### config.mk
export PLATFORM = sky130hd
export DESIGN_NAME = demux12_8bit_buf
export DESIGN_NICKNAME = d
export VERILOG_FILES = /design/src/rtl/demux12_8bit_buf.sv
export SDC_FILE = /design/constraint.sdc
export NUM_CORES = 1
export LEC_CHECK = 0
export ABC_AREA = 1
export CORE_MARGIN = 2
export CORE_UTILIZATION = 47
export DETAILED_ROUTE_END_ITERATION = 8
export PLACE_DENSITY = 0.65
export SLEW_MARGIN = 20
export SYNTH_ARGS = -nofsm -noshare
export SYNTH_HDL_FRONTEND = slang
export SYNTH_SLANG_ARGS = --single-unit
export TNS_END_PERCENT = 100
### constraint.sdc
create_clock -name Clk -period 2.3 [get_ports Clk]
set_input_delay 0.345 -clock Clk [delete_from_list [all_inputs] [get_ports Clk]]
set_output_delay 0.345 -clock Clk [all_outputs]
set_load 0.01 [all_outputs]
### src/rtl/demux12_8bit_buf.sv
// Buffered 1-to-2 byte demux: each accepted byte is steered by S into one of two DEPTH-entry FIFOs.
// Optional DEMUX12_STATS_EN adds per-output push counters (Cnt0/Cnt1) and a registered Stall flag.

module demux12_fifo #(
  parameter int DEPTH = 4,
  parameter int AW    = 2
) (
  input  logic       Clk,
  input  logic       Reset,
  input  logic       i_push,
  input  logic [7:0] i_dat,
  input  logic       i_pop,
  output logic [7:0] o_dat,
  output logic       o_full,
  output logic       o_empty
);
  localparam logic [AW:0]   CNT_FULL = (AW+1)'(DEPTH);
  localparam logic [AW:0]   CNT_ONE  = (AW+1)'(1);
  localparam logic [AW-1:0] PTR_ONE  = AW'(1);

  logic [7:0]    r_mem [DEPTH];
  logic [AW-1:0] r_wr;
  logic [AW-1:0] r_rd;
  logic [AW:0]   r_cnt;

  // Storage is cleared on reset so the head reads 8'h00 while empty.
  always_ff @(posedge Clk or posedge Reset) begin
    if (Reset) begin
      for (int i = 0; i < DEPTH; i++) r_mem[i] <= 8'h00;
      r_wr  <= '0;
      r_rd  <= '0;
      r_cnt <= '0;
    end else begin
      if (i_push) begin
        r_mem[r_wr] <= i_dat;
        r_wr        <= r_wr + PTR_ONE;
      end
      if (i_pop) r_rd <= r_rd + PTR_ONE;
      if (i_push && !i_pop)      r_cnt <= r_cnt + CNT_ONE;
      else if (!i_push && i_pop) r_cnt <= r_cnt - CNT_ONE;
    end
  end

  assign o_dat   = r_mem[r_rd];
  assign o_full  = (r_cnt == CNT_FULL);
  assign o_empty = (r_cnt == '0);
endmodule

module demux12_8bit_buf #(
  parameter int DEPTH = 4,
  parameter int AW    = 2
) (
  input  logic       Clk,
  input  logic       Reset,
  input  logic [7:0] I,
  input  logic       S,
  input  logic       I_valid,
  output logic       I_ready,
  output logic [7:0] Y0,
  output logic       Y0_valid,
  input  logic       Y0_ready,
  output logic [7:0] Y1,
  output logic       Y1_valid,
  input  logic       Y1_ready,
`ifdef DEMUX12_STATS_EN
  output logic [7:0] Cnt0,
  output logic [7:0] Cnt1,
  output logic       Stall
`else
  output logic       o_unused_nc
`endif
);
  logic w_full0, w_full1, w_empty0, w_empty1;
  logic w_push0, w_push1, w_pop0, w_pop1;

  // Ready depends only on S and the registered occupancy; a full FIFO never passes through.
  assign I_ready  = S ? ~w_full1 : ~w_full0;
  assign w_push0  = I_valid & I_ready & ~S;
  assign w_push1  = I_valid & I_ready &  S;
  assign Y0_valid = ~w_empty0;
  assign Y1_valid = ~w_empty1;
  assign w_pop0   = Y0_valid & Y0_ready;
  assign w_pop1   = Y1_valid & Y1_ready;

  demux12_fifo #(.DEPTH(DEPTH), .AW(AW)) u_fifo0 (
    .Clk(Clk), .Reset(Reset), .i_push(w_push0), .i_dat(I), .i_pop(w_pop0),
    .o_dat(Y0), .o_full(w_full0), .o_empty(w_empty0)
  );

  demux12_fifo #(.DEPTH(DEPTH), .AW(AW)) u_fifo1 (
    .Clk(Clk), .Reset(Reset), .i_push(w_push1), .i_dat(I), .i_pop(w_pop1),
    .o_dat(Y1), .o_full(w_full1), .o_empty(w_empty1)
  );

`ifdef DEMUX12_STATS_EN
  logic [7:0] r_cnt0, r_cnt1;
  logic       r_stall;

  always_ff @(posedge Clk or posedge Reset) begin
    if (Reset) begin
      r_cnt0  <= 8'h00;
      r_cnt1  <= 8'h00;
      r_stall <= 1'b0;
    end else begin
      if (w_push0 && r_cnt0 != 8'hFF) r_cnt0 <= r_cnt0 + 8'd1;
      if (w_push1 && r_cnt1 != 8'hFF) r_cnt1 <= r_cnt1 + 8'd1;
      r_stall <= I_valid & ~I_ready;
    end
  end

  assign Cnt0  = r_cnt0;
  assign Cnt1  = r_cnt1;
  assign Stall = r_stall;
`else
  assign o_unused_nc = 1'b0;
`endif
endmodule

# Word level (Yosys, flattened, before mapping)

Cells that the tools add are included.

Add/subtract/negate cells: 8
Multiplexer cells: 17
Equality and inequality tests: 2
Bitwise gates (word level): 14
Reduce and logical (&&, ||, !) cells: 14
Order comparisons: 6

Operator list:

| operator                                                    | number |
|---|---|
| bitwise mux 32 bit                                          | 2 |
| two-way mux 8 bit                                           | 6 |
| binary-select mux 8 bit (select 2 bit)                      | 2 |
| demux 8 bit (select 2 bit)                                  | 2 |
| >= comparator 3 bit (second input constant)                 | 4 |
| two-way mux 3 bit                                           | 4 |
| inverter 2 -> 3 bit                                         | 4 |
| adder 2 x 1 -> 2 bit (second input constant)                | 4 |
| adder 3 x 1 -> 3 bit (second input constant)                | 2 |
| == test 3 bit (second input constant)                       | 2 |
| logical AND 1 bit                                           | 6 |
| zero test 3 bit                                             | 2 |
| less-than comparator 3 x 1 -> 1 bit (second input constant) | 2 |
| subtractor 3 x 1 -> 3 bit (second input constant)           | 2 |
| AND 1 bit                                                   | 5 |
| inverter 1 bit                                              | 5 |
| zero test 1 bit                                             | 4 |
| nonzero test 2 bit                                          | 2 |
| two-way mux 1 bit                                           | 1 |

Input bits: 14
Output and inout bits: 20
Register bits after elaboration: 78
Logic and storage cells: 75

# Depth between registers and ports, before layout

Depth after elaboration: 9
Mapped depth: 13
Mapped depth without buffers: 12

# By module

From an unflattened synthesis, not the netlist that was laid out.

Cells, all modules: 445
Area total of the unflattened synthesis: 4001.3 um^2

Modules (own cells, without submodules):

| module           | sequential area each (um^2) | instances | cells an instance | area each (um^2) |
|---|---|---|---|---|
| demux12_fifo     | 975.9                       | 2         | 214               | 1964.4 |
| demux12_8bit_buf | 0.0                         | 1         | 17                | 72.6 |

# Worst setup path after synthesis

OpenSTA, ideal clock, no wires.

Path kind: register to register
Start point: register u_fifo1.r_cnt[0]
End point: register u_fifo1.r_cnt[1]
Cell stages (with the launch flop): 10
Slack: 0.342 ns
Clock period less this slack: 1.958 ns
Path buffers: 1
Data required time: 2.175 ns
Setup time: 0.125 ns
Arrival: 1.833 ns
Cells stage by stage: dfrtp_1 nor2_1 nand2_1 nand3_2 nor2_4 buf_6 ha_1 inv_1 fa_1 mux2_2

Longest elaborated chain between the ends: 8
Elaborated cells between the ends (all ways): 17
Classes of those cells: add/sub: 2; eq/ne: 1; mux: 3; bitwise: 5; reduce/logical: 6

RTL lines:

| what                                | line | RTL |
|---|---|---|
| start, declared                     | 24   | `logic [AW:0] r_cnt;` |
| start signal, assigned              | 39   | `if (i_push && !i_pop) r_cnt <= r_cnt + CNT_ONE;` |
| start signal, assigned              | 40   | `else if (!i_push && i_pop) r_cnt <= r_cnt - CNT_ONE;` |
| == test 3 bit *                     | 45   | `assign o_full = (r_cnt == CNT_FULL);` |
| inverter 1 bit *                    | 77   | `assign I_ready = S ? ~w_full1 : ~w_full0;` |
| two-way mux 1 bit *                 | 77   |  |
| AND 1 bit * (2 in a row)            | 79   | `assign w_push1 = I_valid & I_ready & S;` |
| via u_fifo1.i_push                  | 10   | `input logic i_push,` |
| zero test 1 bit                     | 40   |  |
| logical AND 1 bit                   | 40   |  |
| nonzero test 2 bit (no source line) | n/a  |  |

The timed path passes the listed nets; every way through them passes the cells marked *. The select of a mux whose other input is x is not followed.
A chain may end at the register's enable or synchronous reset.

# Final worst setup path

Start point: register u_fifo0.r_rd[0]
End point: output port Y0[1]

Longest elaborated chain between the ends: 4

RTL lines:

| what                                                 | line | RTL |
|---|---|---|
| start, declared                                      | 23   | `logic [AW-1:0] r_rd;` |
| start signal, assigned                               | 38   | `if (i_pop) r_rd <= r_rd + PTR_ONE;` |
| inverter 2 -> 3 bit (implied by the code)            | 44   | `assign o_dat = r_mem[r_rd];` |
| binary-select mux 8 bit (select 2 bit)               | 44   |  |
| two-way mux 8 bit (implied by the code) (2 in a row) | 44   |  |
| end, declared                                        | 59   | `output logic [7:0] Y0,` |

No other way between the ends. The select of a mux whose other input is x is not followed.

==> impl.org <==
** Outcome
- Run status :: finished clean

** Logic synthesis
- After synthesis, the share of flip-flops with an asynchronous set or reset is 100.0%.
- Counting distinct cell types in the post-synthesis netlist gives 27.
- Yosys printed 0 warnings.
- Synthesized netlist cell count :: 497
- Fraction of synthesized cell area taken by the top area cell type :: a little under half
- For this run, the leading register cell type out of synthesis is dfrtp_1.
- Post-synth top area cell :: dfrtp_1
- When the netlist entered floorplanning its net count stood at about 520.
- For this run, the register share of the synthesized area comes to about 47%.
- Top cells by instance count after synthesis :: nand2_1 (116), dfrtp_1 (78), inv_1 (56)
- Most repeated cell in the gate-level netlist after synthesis :: nand2_1
- EDFF count, synth :: 0
- By area the synthesized netlist is led by dfrtp_1 (47%), nand2_1 (11%), o21ai_0 (6.4%).
- The synthesized netlist occupies a cell area of around 4100 sq um.
- After synthesis the netlist holds a flip-flop and latch count of 78.
- Average size of a mapped cell :: 8.293 sq um

** STA
- Across the routed clock network, the largest skew measured is approximately 13 ps.
- Final slew viol count :: 0
- Maximum operating frequency :: 0.4477 GHz
- Tcrit/Tclk final :: 97.12%
- Final Hold Viols :: 0
- Minimum hold slack :: 440.7 ps
- Fin crit period :: roughly 2200 ps
- Setup violations remaining at the end of the flow were counted as 0.
- Setup slack on the critical path of the routed design comes to roughly 66 ps.

** GRT
- Entering global routing, the biggest net connects 79 pins.
- GRT Resource Usage Total :: around a fifth
- Antenna violations before repair :: 0
- Overflow left after global routing :: 0
- Global-route wire length before repair :: 16.45 mm
- Via count of the first global-routing pass :: around 3,400

** Power
- Peak supply drop :: approximately 580 uV
- Static Leakage :: 2.327 nW
- Cell area power density :: between 1000 and 1500 nW/um^2

** Final layout
- Final cell count without fillers :: 631
- For this run, the post-layout net count is about 540.
- The multi-input combinational cells in the finished layout cover a total of between 1500 and 2000 sq um.
- Post-Route Utilization :: between 50% and 60%
- The area growth from synthesis to layout is 15.60%.
- Proportion of layout cells with a drive suffix above 1 :: 7.839%
- Fillers :: about 850
- In the final layout, flip-flops and latches occupy between 1500 and 2000 sq um.
- The number of antenna diodes in the final layout is 0.

** Worst setup path
- Among cell families on the critical path, the largest total delay comes from buffers and inverters.
- STA classifies the critical path endpoint as an output port.
- The worst setup path is launched from a flop.
- The number of buffers and inverters on the critical path is 2.
- Start-to-end type of the worst setup path :: flop to output port
- In this run the register-to-register setup slack is approximately 340 ps.
- The signal on the critical path passes through buf_8, o21ai_0, o22ai_1, clkdlybuf4s50_1.
- Worst path required time :: slightly below 2000 ps
- The slowest stage of the critical path belongs to the cell clkdlybuf4s50_1.
- Of all nets on the critical path, the largest fanout is 17.
- The largest single stage delay on the critical path is around 550 ps.
- Worst EP arrival :: around 1900 ps

** Flow run
- Across the run, the number of max-cap violations was 0.

** Floorplanning
- The floorplan step defined a core boundary enclosing between 8000 and 9000 sq um.
- Starting density of the core :: between 40% and 50%
- Vertical die dimension :: roughly 98 um
- During I/O placement, the number of pins put on the boundary was 34.
- Number of rows in the core area :: 34
- Measured along the x axis, the die boundary spans just under 100 um.
- DIE AREA :: 9535 sq um

** Route
- Across all layers, the routed design uses roughly 3,400 vias.
- DRC viols :: 0
- The first detailed-routing pass ran for 4 iterations.
- After detailed routing, the number of vias per cell comes to about 5.4.
- Aggregate routed wire length :: about 9.8 mm
- Average wire per cell in the routed design :: 15.54 um
- Number of DRC violations after detailed-routing iteration 0 :: approximately 190
- Post-detailed-route count of antenna-violating nets :: 0

** Placed design
- Placer congestion estimate :: between 0.8 and 0.9
- Cells after DPL :: 614
- Setup slack after placement :: -9.420 ps
- Half-perimeter wire length of the detailed placement result :: ~6.3 mm
- Buffers added on ports :: 32

** Clocking
- Clock Latency Late Sink :: around 350 ps
- In this run the post-CTS setup repair buffer count came out at 0.
- The clock passes through at most 2 buffers.
- Cell at the root of the clock tree :: clkbuf_8
- Clock-pin slew was measured on the worst setup and hold paths at ~90 ps.
- In this run, post-CTS hold repair placed 0 buffers.
- The clock tree synthesis step divided the H-tree into 3 levels.
- Buffers inserted during clock tree synthesis total 9.
- Clock tree from TritonCTS :: yes
- The tree built by TritonCTS fans out to 78 sinks.

** Hold path
- The worst hold path belongs to the class primary input to async pin.
## routing by layer
metal / vias to the layer above / track usage (%) / part of all wire [%]
met5: - / 0 / 0
met4: 0 / 7.158 / 1.5
met3: 14 / 4.892 / 5.3
met2: 91 / 31.99 / 47
met1: 1663 / 30.53 / 46
li1: 1641 / - / -
## placed cells by master, fill, tap and decap left out
cell type	synthesis	final
nand2_1	116	116
dfrtp_1	78	76
inv_1	56	52
o21ai_0	53	51
o21bai_1	32	32
nand3_1	32	32
a21oi_1	27	27
nor2_1	24	24
clkdlybuf4s50_1	0	21
ha_1	10	10
dlymetal6s2s_1	0	10
clkbuf_8	0	9
o21ai_1	6	8
o22ai_1	8	8
xor2_1	6	6
nor2_4	5	5
buf_4	3	5
clkinvlp_4	0	4
bufinv_16	0	3
nand3_2	2	2
xnor2_1	2	2
mux2_2	2	2
inv_2	0	2
fa_1	2	2
clkbuf_1	8	2
buf_12	0	2
dfrtp_2	0	2
nor2_2	1	1
nand2_2	1	1
nand4_2	1	1
and2_1	1	1
conb_1	1	1
inv_6	0	1
dlygate4sd2_1	0	1
buf_8	0	1
## through the flow
stage                     instance area [sq um]  power, mW  TNS [ps]
after detailed placement                   4482      5.757    -9.420
final                                      4765      6.983         0
after global placement                     4482      5.674         0
after global routing                       4765      7.567    -18.78
after floorplan                            4125      4.511         0
after CTS                                  4722      7.015         0
## worst paths after layout
| kind | startpoint | endpoint | depth (start not counted) |
|---|---|---|---|
| min reg2reg | u_fifo0.r_mem[8] | u_fifo0.r_mem[8] | 2 |
| max in group asynchronous | Reset | u_fifo1.r_mem[9] | 3 |
| max reg2reg | u_fifo1.r_cnt[0] | u_fifo1.r_cnt[1] | 8 |
| max | u_fifo0.r_rd[0] | Y0[1] | 4 |
| min | Reset | u_fifo0.r_mem[1] | 3 |
| min in group Clk | u_fifo0.r_mem[8] | u_fifo0.r_mem[8] | 2 |
## cells by family (layout without fill, tap and decap cells)
kind of cell	count (synthesis)	in the layout	synth area share [%]
mux	2	2	0.5464
other cells	1	1	0.09099
flops	78	78	47.36
fa+ha+maj	12	12	4.007
simple gates	183	183	19.25
xor+xnor	8	8	1.700
compound gates	126	126	17.49
buf+inv	87	113	9.563
## power by group
group | internal (mW) | switching [mW] | total (mW)
logic | 1.40 | 1.86 | 3.26
clock network | 0.727 | 0.527 | 1.25
registers | 2.05 | 0.417 | 2.47
total | 4.17 | 2.81 | 6.98
## what timing repair did
item | 4_1_cts | 5_1_grt
setup endpoints to repair | 13 | 15
resized for setup | 5 | 16
hold endpoints to repair | 0 | 0
cloned | 0 | 1
## worst register-to-register path, stage by stage (launching register included)
cell	delay, ps
dfrtp_1	420
nor2_1	220
nand2_1	120
nand3_2	110
nor2_4	40
ha_1	180
inv_1	100
fa_1	410
mux2_2	260
## registers in the layout, summed over array words and instances (netlist names)
register       cells
u_fifo1.r_mem     32
u_fifo0.r_mem     32
u_fifo0.r_rd       2
u_fifo0.r_wr       2
u_fifo1.r_wr       2
u_fifo1.r_cnt      3
u_fifo1.r_rd       2
u_fifo0.r_cnt      3
## area by class of cell
cell class / count / share of cell area (%)
Clock buffer: 11 / 2.757
Timing Repair Buffer: 40 / 9.165
Timing Repair inverter: 1 / 0.1576
Multi-Input combinational cell: 332 / 37.26
Inverter: 56 / 4.569
Tap cell: 108 / 2.836
Clock inverter: 5 / 2.232
Sequential cell: 78 / 41.02
No activity file was read; power rests on OpenSTA's default activity.
